File: src/rtl/alu_exec_pkg.sv
// Shared processor definitions: ALU operation codes, execute-stage FSM encoding
// and helpers used by alu_control and alu_exec.
package alu_exec_pkg;

  localparam int unsigned DATA_W  = 32;
  localparam int unsigned SHAMT_W = 5;

  typedef enum logic [4:0] {
    ALU_ADD    = 5'd0,
    ALU_COMP   = 5'd1,
    ALU_AND    = 5'd2,
    ALU_XOR    = 5'd3,
    ALU_SLL    = 5'd4,
    ALU_SRL    = 5'd5,
    ALU_SRA    = 5'd6,
    ALU_PASS_B = 5'd7
  } alu_op_e;

  typedef enum logic [1:0] {
    ST_IDLE  = 2'd0,
    ST_SHIFT = 2'd1,
    ST_DONE  = 2'd2
  } alu_state_e;

  typedef enum logic [1:0] {
    SH_LEFT        = 2'd0,
    SH_RIGHT_LOG   = 2'd1,
    SH_RIGHT_ARITH = 2'd2
  } shift_mode_e;

  typedef struct packed {
    logic [DATA_W-1:0] value;
    logic              zero;
    logic              sign;
    logic              carry;
  } alu_out_t;

  localparam alu_out_t OUT_RESET = '{value: '0, zero: 1'b1, sign: 1'b0, carry: 1'b0};

  function automatic logic is_shift_op(input logic [4:0] code);
    return (code == ALU_SLL) || (code == ALU_SRL) || (code == ALU_SRA);
  endfunction

  function automatic shift_mode_e shift_mode_of(input logic [4:0] code);
    case (code)
      ALU_SRL: return SH_RIGHT_LOG;
      ALU_SRA: return SH_RIGHT_ARITH;
      default: return SH_LEFT;
    endcase
  endfunction

  // Flags are always derived from the final value, so build them in one place.
  function automatic alu_out_t make_out(input logic [DATA_W-1:0] value, input logic carry);
    alu_out_t o;
    o.value = value;
    o.zero  = (value == '0);
    o.sign  = value[DATA_W-1];
    o.carry = carry;
    return o;
  endfunction

endpackage

File: src/rtl/alu_exec_shift_unit.sv
// One-bit-per-cycle shifter with its shift-amount down-counter; the shift
// kind is captured at load so later control changes cannot disturb it.
module shift_unit
  import alu_exec_pkg::*;
(
  input  logic              clk,
  input  logic              rst,
  input  logic              load,
  input  logic              step,
  input  shift_mode_e       mode_in,
  input  logic [SHAMT_W-1:0] shamt,
  input  logic [DATA_W-1:0] data_in,
  output logic [DATA_W-1:0] shifted,
  output logic              last
);

  logic [DATA_W-1:0]  acc;
  logic [SHAMT_W-1:0] count;
  shift_mode_e        mode;

  always_comb begin
    shifted = acc;
    case (mode)
      SH_LEFT:        shifted = {acc[DATA_W-2:0], 1'b0};
      SH_RIGHT_LOG:   shifted = {1'b0, acc[DATA_W-1:1]};
      SH_RIGHT_ARITH: shifted = {acc[DATA_W-1], acc[DATA_W-1:1]};
      default:        shifted = acc;
    endcase
  end

  assign last = (count == SHAMT_W'(1));

  always_ff @(posedge clk or negedge rst) begin
    if (!rst) begin
      acc   <= '0;
      count <= '0;
      mode  <= SH_LEFT;
    end else if (load) begin
      acc   <= data_in;
      count <= shamt;
      mode  <= mode_in;
    end else if (step) begin
      acc   <= shifted;
      count <= count - SHAMT_W'(1);
    end
  end

endmodule

File: src/rtl/alu_exec.sv
// Execute-stage ALU: single-cycle arithmetic/logic ops, serial shifts through
// shift_unit, registered result and flags with a one-cycle done pulse.
module alu_exec
  import alu_exec_pkg::*;
(
  input  logic              clk,
  input  logic              rst,
  input  logic              start,
  input  logic [4:0]        alu_control_signal,
  input  logic [DATA_W-1:0] op_a,
  input  logic [DATA_W-1:0] op_b,
  output logic [DATA_W-1:0] result,
  output logic              zero,
  output logic              sign,
  output logic              carry,
  output logic              busy,
  output logic              done
);

  alu_state_e         state, state_next;
  alu_out_t           out_reg;
  alu_out_t           single_out;
  logic [DATA_W:0]    sum;
  logic [SHAMT_W-1:0] shamt;
  logic               accept;
  logic               go_shift;
  logic [DATA_W-1:0]  shifted;
  logic               shift_last;

  assign shamt    = op_b[SHAMT_W-1:0];
  assign accept   = (state == ST_IDLE) && start;
  assign go_shift = accept && is_shift_op(alu_control_signal) && (shamt != '0);

  // Shift codes only reach this path with a zero shift amount, so they pass op_a.
  always_comb begin
    sum        = {1'b0, op_a} + {1'b0, op_b};
    single_out = OUT_RESET;
    case (alu_control_signal)
      ALU_ADD:    single_out = make_out(sum[DATA_W-1:0], sum[DATA_W]);
      ALU_COMP:   single_out = make_out(~op_b + DATA_W'(1), 1'b0);
      ALU_AND:    single_out = make_out(op_a & op_b, 1'b0);
      ALU_XOR:    single_out = make_out(op_a ^ op_b, 1'b0);
      ALU_SLL,
      ALU_SRL,
      ALU_SRA:    single_out = make_out(op_a, 1'b0);
      ALU_PASS_B: single_out = make_out(op_b, 1'b0);
      default:    single_out = make_out('0, 1'b0);
    endcase
  end

  shift_unit u_shift (
    .clk     (clk),
    .rst     (rst),
    .load    (go_shift),
    .step    (state == ST_SHIFT),
    .mode_in (shift_mode_of(alu_control_signal)),
    .shamt   (shamt),
    .data_in (op_a),
    .shifted (shifted),
    .last    (shift_last)
  );

  always_ff @(posedge clk or negedge rst) begin
    if (!rst) begin
      state <= ST_IDLE;
    end else begin
      state <= state_next;
    end
  end

  always_comb begin
    state_next = state;
    case (state)
      ST_IDLE: begin
        if (go_shift) begin
          state_next = ST_SHIFT;
        end else if (accept) begin
          state_next = ST_DONE;
        end
      end
      ST_SHIFT: begin
        if (shift_last) begin
          state_next = ST_DONE;
        end
      end
      ST_DONE:  state_next = ST_IDLE;
      default:  state_next = ST_IDLE;
    endcase
  end

  always_ff @(posedge clk or negedge rst) begin
    if (!rst) begin
      out_reg <= OUT_RESET;
    end else if (accept && !go_shift) begin
      out_reg <= single_out;
    end else if ((state == ST_SHIFT) && shift_last) begin
      out_reg <= make_out(shifted, 1'b0);
    end
  end

  assign result = out_reg.value;
  assign zero   = out_reg.zero;
  assign sign   = out_reg.sign;
  assign carry  = out_reg.carry;
  assign busy   = (state != ST_IDLE);
  assign done   = (state == ST_DONE);

endmodule

File: config.mk
export PLATFORM = sky130hd
export DESIGN_NAME = alu_exec
export DESIGN_NICKNAME = d
export VERILOG_FILES = /design/src/rtl/alu_exec_pkg.sv /design/src/rtl/alu_exec_shift_unit.sv /design/src/rtl/alu_exec.sv
export SDC_FILE = /design/constraint.sdc
export NUM_CORES = 1
export LEC_CHECK = 0
export CAP_MARGIN = 25
export CORE_ASPECT_RATIO = 0.5
export CORE_MARGIN = 8
export CORE_UTILIZATION = 30
export CTS_CLUSTER_DIAMETER = 40
export CTS_CLUSTER_SIZE = 12
export DETAILED_ROUTE_END_ITERATION = 8
export GPL_ROUTABILITY_DRIVEN = 0
export SYNTH_ARGS = -nofsm -noshare
export SYNTH_HDL_FRONTEND = slang
export SYNTH_SLANG_ARGS = --single-unit
File: constraint.sdc
create_clock -name clk -period 3.2 [get_ports clk]
set_input_delay 0.64 -clock clk [delete_from_list [all_inputs] [get_ports clk]]
set_output_delay 0.64 -clock clk [all_outputs]
set_load 0.05 [all_outputs]
==> impl_summary.log, run 1 <==
[metrics] post-route DRC violation count: 0
[metrics] Critical Path Most Common Cell: a221o_1
[metrics] DP HPWL: 38650 um
[metrics] average via count per standard cell: 6.156
[metrics] pin count of the biggest net entering global routing: 61
[metrics] highest clock frequency the design can meet: 0.3118 GHz
[metrics] Synth Flop Type: dfrtp_1
[metrics] CTS Hold Bufs: 0
[metrics] unrepaired setup endpoints after global routing: yes
[metrics] overall via count from detail_route: 12630
[metrics] mapped cell area: 0.009210 mm2
[metrics] H-tree depth reported by CTS: 3
[metrics] Area growth, synth to finish: 51.51%
[metrics] total global routing overflow: 0
[metrics] die height: 139.9 um
[metrics] antenna violations before repair: 1
[metrics] Core Area: 0.03029 mm2
[metrics] maximum fanout along the worst path: 3
[metrics] commonest non-fill, non-tap cells in the layout: buf_4 (351), nand2_1 (146), nor2_1 (125)
[metrics] 1st-pass router iterations: 8
[metrics] Cell Rows: 45
[metrics] worst-case vdd ir drop: 0.3004 mV
[metrics] tightest hold margin: 0.3781 ns
[metrics] clock latency reported for the late side of the worst-skew pair: 0.35 ns
[metrics] post-synthesis cell type count: 80
[metrics] Max clock buf depth: 2
[metrics] largest delay contributor family on the critical path: compound AO/OA/AOI/OAI gates
[metrics] CP cell instances: clkdlybuf4s15_1 > ha_4 > a21oi_2 > o211ai_1 > a221o_1 > a31o_4 > a221o_1 > a211oi_2 > xor2_1 > and3_1 > a41o_1
[metrics] max-capacitance violation count: 0
[metrics] share of synthesized area occupied by flip-flops and latches: 0.2039
[metrics] Worst setup SP type: primary input
[metrics] data arrival time at the worst-slack endpoint: 3.49 ns
[metrics] required time of the critical path: 3.49 ns
[metrics] global-route wire length before repair: 72670 um
[metrics] width of the chip: 263.8 um
[metrics] global routing usage summed across all routing layers: 0.2494
[metrics] slew at the pin closest to its max-slew limit: 0.8359 ns
[metrics] Yosys reg bits: 75
[metrics] share of synthesized registers carrying an async set or reset: 1.000
[metrics] Die ar.: 0.03690 mm2
[metrics] share of post-route cells with drive strength above 1: 0.3039
[metrics] average wire per standard cell: 23.68 um
[metrics] post-layout minimum cycle time: 3.207 ns
[metrics] longest individual stage delay on the worst path: 0.44 ns
[metrics] outcome: finished with violations
[metrics] DR iter-0 viols: 2266
[metrics] count of buffering cells on the critical path with inverters included: 1
[metrics] CTS Buf Count: 9
[metrics] number of nets produced by synthesis: 1375
[metrics] path category of the worst min-delay check: in -> async
[metrics] Boundary Pins: 109
[metrics] slowest cell on the critical path: a221o_1
[metrics] pre-CTS worst setup slack: -0.8734 ns
[metrics] instance count of the mapped netlist: 1265
[metrics] CTS tree: done
[metrics] power density over the cells: 488.7 mW/mm2
[metrics] number of failing setup endpoints in the final timing report: 1
[metrics] leakage power: 0.005867 uW
[metrics] diode count: 0
[metrics] number of routed nets with antenna violations: 0
[metrics] net total in the final layout: 1757
[metrics] Final period util: 1.002
[metrics] count of input and output buffers: 108
[metrics] Routed Wire Length: 48570 um
[metrics] sinks on the clock net: 75
[metrics] violated checks: setup timing
[metrics] crit path kind: in -> reg
[metrics] Max Transition Viols Final: 0
[metrics] Finished Core Util: 0.4607
[metrics] Final Hold Fails: 0
[metrics] number of enable flip-flop cells after synthesis: 0
[metrics] tightest slew margin relative to the limit: 0.4349
[metrics] fillcell total: 2895
[metrics] element type at the critical path end: flip-flop
[metrics] Initial Util: 0.3040
[metrics] CTS root buf: clkbuf_16
[metrics] synthesis warning total: 0
[metrics] commonest non-fill, non-tap cell in the layout: buf_4
[metrics] synthesized area per cell: 7.281 um2
[metrics] clock transition time at the flip-flop clock pins of the worst setup and hold paths: 0.06 ns
[metrics] skew final: 0.005019 ns
[metrics] via count of the first global-routing pass: 11890
[metrics] setup slack after layout: -0.007442 ns
## worst reg2reg max path, cell delays in order (launching register included)
cell and delay [ns]:
dfrtp_4 0.61, buf_4 0.28, nor2b_1 0.28, nor2_1 0.07
a211oi_1 0.29, o2111ai_1 0.16, nor4_1 0.32, buf_4 0.17
a21bo_2 0.16, nor4b_2 0.18, and4b_1 0.24, a41o_1 0.18
## kinds of logic after synthesis
kind of cell,count (synthesis),share of synthesized area
adder cells (fa/ha/maj),38,0.05244
AO/OA/AOI/OAI,438,0.3282
XOR/XNOR,39,0.03709
multiplexers,49,0.05516
buffers and inverters,132,0.05624
flip-flops,75,0.2039
AND/OR/NAND/NOR,494,0.2670
## flip-flops by register name, indices dropped and copies added, names as in the netlist
| name | count |
|---|---|
| u_shift.mode | 2 |
| u_shift.acc | 32 |
| u_shift.count | 5 |
| state | 2 |
| zero | 1 |
| result | 32 |
| carry | 1 |
## metal layers
layer	wire [um]	vias up	track usage
li1	-	5566	-
met1	19240	5997	0.3295
met2	20710	901	0.3825
met3	6730	159	0.07862
met4	1877	2	0.08360
met5	13	-	0
## cell type report
type / instances / area [um2] / area share
tap: 399 / 499.2 / 0.03578
clock inverter: 3 / 40.04 / 0.002869
sequential: 75 / 1882 / 0.1349
timing repair buffer: 476 / 3894 / 0.2790
clock buffer: 13 / 250.2 / 0.01793
inverter: 27 / 101.3 / 0.007263
multi-input combinational: 1058 / 7288 / 0.5223
## power by group
part	switching [uW]	internal (uW)	total (uW)
clock	394	623	1020
combinational	2370	1720	4090
sequential	417	1290	1710
## synth_stat cells (all sizes together), types with 23 or more instances
library cell,number,area share
nor3,39,0.024
ha,37,0.050
a21oi,129,0.070
nor4,39,0.030
a221o,32,0.035
nand3,31,0.017
o21ai,65,0.035
nand2,146,0.060
mux2i,35,0.038
nor2b,24,0.016
dfrtp,74,0.20
nor2,130,0.053
xor2,23,0.022
inv,27,0.011
clkbuf,91,0.037
## through the flow
stage          cell area (um2)  cells  power, uW   TNS [ns]
5_1_grt                  13950   2051       7142    -0.2625
4_1_cts                  13660   2042       6653  -0.009285
3_3_place_gp             13100   2011       5495     -23.97
2_1_floorplan             9265   1265       3895   -0.01375
3_5_place_dp             13110   2012       5584     -16.97
6_report                 13950   2051       6819  -0.007442
## final timing paths
kind | start | to | slack [ns] | cells past startpoint
max in group asynchronous | rst | u_shift.count[1] | 2.14 | 2
min in group clk | result[14] | result[14] | 0.50 | 1
max reg2reg | u_shift.mode[1] | zero | 0.22 | 11
min | rst | u_shift.acc[29] | 0.38 | 1
max | op_b[16] | zero | -0.007 | 11
min reg2reg | result[14] | result[14] | 0.50 | 1
## repair_timing
item	CTS	global route
pin swaps	29	31
resized for setup	112	62
endpoints found under the hold margin	0	0
setup endpoints to repair	20	11
setup buffers	14	9
(Power assumes the default switching activity.)
==> inputs of run 2 (changes only) <==
--- a/config.mk
+++ b/config.mk
@@ -5,6 +5,7 @@
 export SDC_FILE = /design/constraint.sdc
 export NUM_CORES = 1
 export LEC_CHECK = 0
+export ABC_CLOCK_PERIOD_IN_PS = 3200
 export CAP_MARGIN = 25
 export CORE_ASPECT_RATIO = 0.5
 export CORE_MARGIN = 8
@@ -13,6 +14,7 @@
 export CTS_CLUSTER_SIZE = 12
 export DETAILED_ROUTE_END_ITERATION = 8
 export GPL_ROUTABILITY_DRIVEN = 0
+export GPL_TIMING_DRIVEN = 0
 export SYNTH_ARGS = -nofsm -noshare
 export SYNTH_HDL_FRONTEND = slang
 export SYNTH_SLANG_ARGS = --single-unit
==> run 2 against run 1 <==
Net effect: the run still ends with setup timing left; cell count decreased by 11%; global-route usage decreased by 0.99 points; routed wire length decreased by 2.0%; non-clock buffer count decreased by 228; clock skew increased by 0.0046 ns; register-to-register slack got worse by 0.22 ns; critical endpoint unchanged; largest power group unchanged.
==> impl_summary.log, run 2 (synthesized netlist as in run 1, its figures left out) <==
[metrics] outcome: finished with violations
[metrics] violated checks: setup timing
[metrics] commonest non-fill, non-tap cells in the layout: nand2_1 (144), nor2_1 (127), a21oi_1 (124)
[metrics] maximum fanout along the worst path: 9
[metrics] unrepaired setup endpoints after global routing: yes
[metrics] slew at the pin closest to its max-slew limit: 1.062 ns
[metrics] net total in the final layout: 1529
[metrics] antenna violations before repair: 0
[metrics] CP cell instances: buf_12 > ha_4 > fa_2 > a21o_1 > a221oi_4 > o211ai_1 > buf_4 > xor2_1 > a211oi_2 > nand3_1 > nor4b_2 > and4b_1 > a41o_1
[metrics] CTS root buf: clkbuf_16
[metrics] Area growth, synth to finish: 32.33%
[metrics] element type at the critical path end: flip-flop
[metrics] leakage power: 0.004579 uW
[metrics] Worst setup SP type: primary input
[metrics] Max clock buf depth: 2
[metrics] number of routed nets with antenna violations: 0
[metrics] Max Transition Viols Final: 0
[metrics] global-route wire length before repair: 69030 um
[metrics] Final Hold Fails: 0
[metrics] overall via count from detail_route: 11780
[metrics] DR iter-0 viols: 2126
[metrics] average via count per standard cell: 6.461
[metrics] path category of the worst min-delay check: in -> async
[metrics] Boundary Pins: 109
[metrics] fillcell total: 3142
[metrics] CTS Hold Bufs: 0
[metrics] CTS tree: done
[metrics] max-capacitance violation count: 0
[metrics] largest delay contributor family on the critical path: compound AO/OA/AOI/OAI gates
[metrics] worst-case vdd ir drop: 0.2865 mV
[metrics] pre-CTS worst setup slack: -1.848 ns
[metrics] via count of the first global-routing pass: 10830
[metrics] sinks on the clock net: 75
[metrics] placed instance count: 1774
[metrics] data arrival time at the worst-slack endpoint: 3.65 ns
[metrics] Cell Rows: 45
[metrics] width of the chip: 263.8 um
[metrics] skew final: 0.009660 ns
[metrics] Sum Neg Setup Slack: -0.4152 ns
[metrics] slowest cell on the critical path: a221oi_4
[metrics] CTS Buf Count: 9
[metrics] Core Area: 0.03029 mm2
[metrics] share of post-route cells with drive strength above 1: 0.1847
[metrics] H-tree depth reported by CTS: 3
[metrics] non-filler cells in the finished layout: 1824
[metrics] power density over the cells: 549.6 mW/mm2
[metrics] global routing usage summed across all routing layers: 0.2395
[metrics] DP HPWL: 36100 um
[metrics] crit path kind: in -> reg
[metrics] setup slack after layout: -0.1686 ns
[metrics] 1st-pass router iterations: 8
[metrics] pin count of the biggest net entering global routing: 52
[metrics] average wire per standard cell: 26.10 um
[metrics] Die ar.: 0.03690 mm2
[metrics] Routed Wire Length: 47600 um
[metrics] highest clock frequency the design can meet: 0.2969 GHz
[metrics] longest individual stage delay on the worst path: 0.36 ns
[metrics] Final period util: 1.053
[metrics] tightest hold margin: 0.2086 ns
[metrics] required time of the critical path: 3.48 ns
[metrics] post-route DRC violation count: 0
[metrics] commonest non-fill, non-tap cell in the layout: nand2_1
[metrics] Reg2Reg Launch Point: u_shift.mode[1]
[metrics] tightest slew margin relative to the limit: 0.2894
[metrics] start point of the critical path: op_b[0]
[metrics] number of failing setup endpoints in the final timing report: 5
[metrics] die height: 139.9 um
[metrics] count of input and output buffers: 107
[metrics] clock latency reported for the late side of the worst-skew pair: 0.35 ns
[metrics] clock transition time at the flip-flop clock pins of the worst setup and hold paths: 0.06 ns
[metrics] total global routing overflow: 0
[metrics] Initial Util: 0.3040
[metrics] post-layout minimum cycle time: 3.369 ns
[metrics] count of buffering cells on the critical path with inverters included: 2
-- run 2: timing repair --
item	CTS	global route
resized for setup	257	70
pin swaps	36	37
setup endpoints to repair	72	33
buffers inserted	41	16
-- run 2: routing by layer --
layer	part of all wire	routed length (um)	vias up	track usage
li1	-	-	5108	-
met1	0.39	18550	5559	0.3113
met2	0.42	20130	915	0.3653
met3	0.14	6441	202	0.06883
met4	0.052	2478	0	0.1098
met5	0	0	-	0
-- run 2: final cells by class --
class | instances | area (um2) | share of cell area
multi-input cells | 1058 | 7473 | 0.6132
well taps | 399 | 499.2 | 0.04096
inverters | 27 | 105.1 | 0.008623
plain buffers | 81 | 400.4 | 0.03285
flip-flops and latches | 75 | 1878 | 0.1541
diodes | 1 | 2.502 | 0.0002053
clock buffers | 9 | 225.2 | 0.01848
repair buffers | 167 | 1503 | 0.1233
clock inverters | 7 | 101.3 | 0.008315
-- run 2: metrics by stage --
step | util | power [uW] | area, um2
final | 0.4024 | 6699 | 12190
after global routing | 0.4023 | 6967 | 12190
after CTS | 0.3933 | 6488 | 11910
after detailed placement | 0.3590 | 5208 | 10880
after global placement | 0.3577 | 5188 | 10840
after floorplan | - | 3895 | 9265
-- run 2: final timing paths --
kind / to / slack, ns / cells after the start
worst min-delay path: u_shift.acc[28] / 0.21 / 1
worst max-delay path: zero / -0.17 / 13
min in group clk: result[5] / 0.50 / 1
worst min register to register: result[5] / 0.50 / 1
worst max register to register: zero / 0 / 11
max in group asynchronous: zero / 2.36 / 2
-- run 2: where the power goes --
part | internal [uW] | total (uW) | switching (uW)
sequential | 1290 | 1740 | 445
clock | 689 | 1140 | 451
combinational | 1440 | 3820 | 2390
total | 3420 | 6700 | 3280
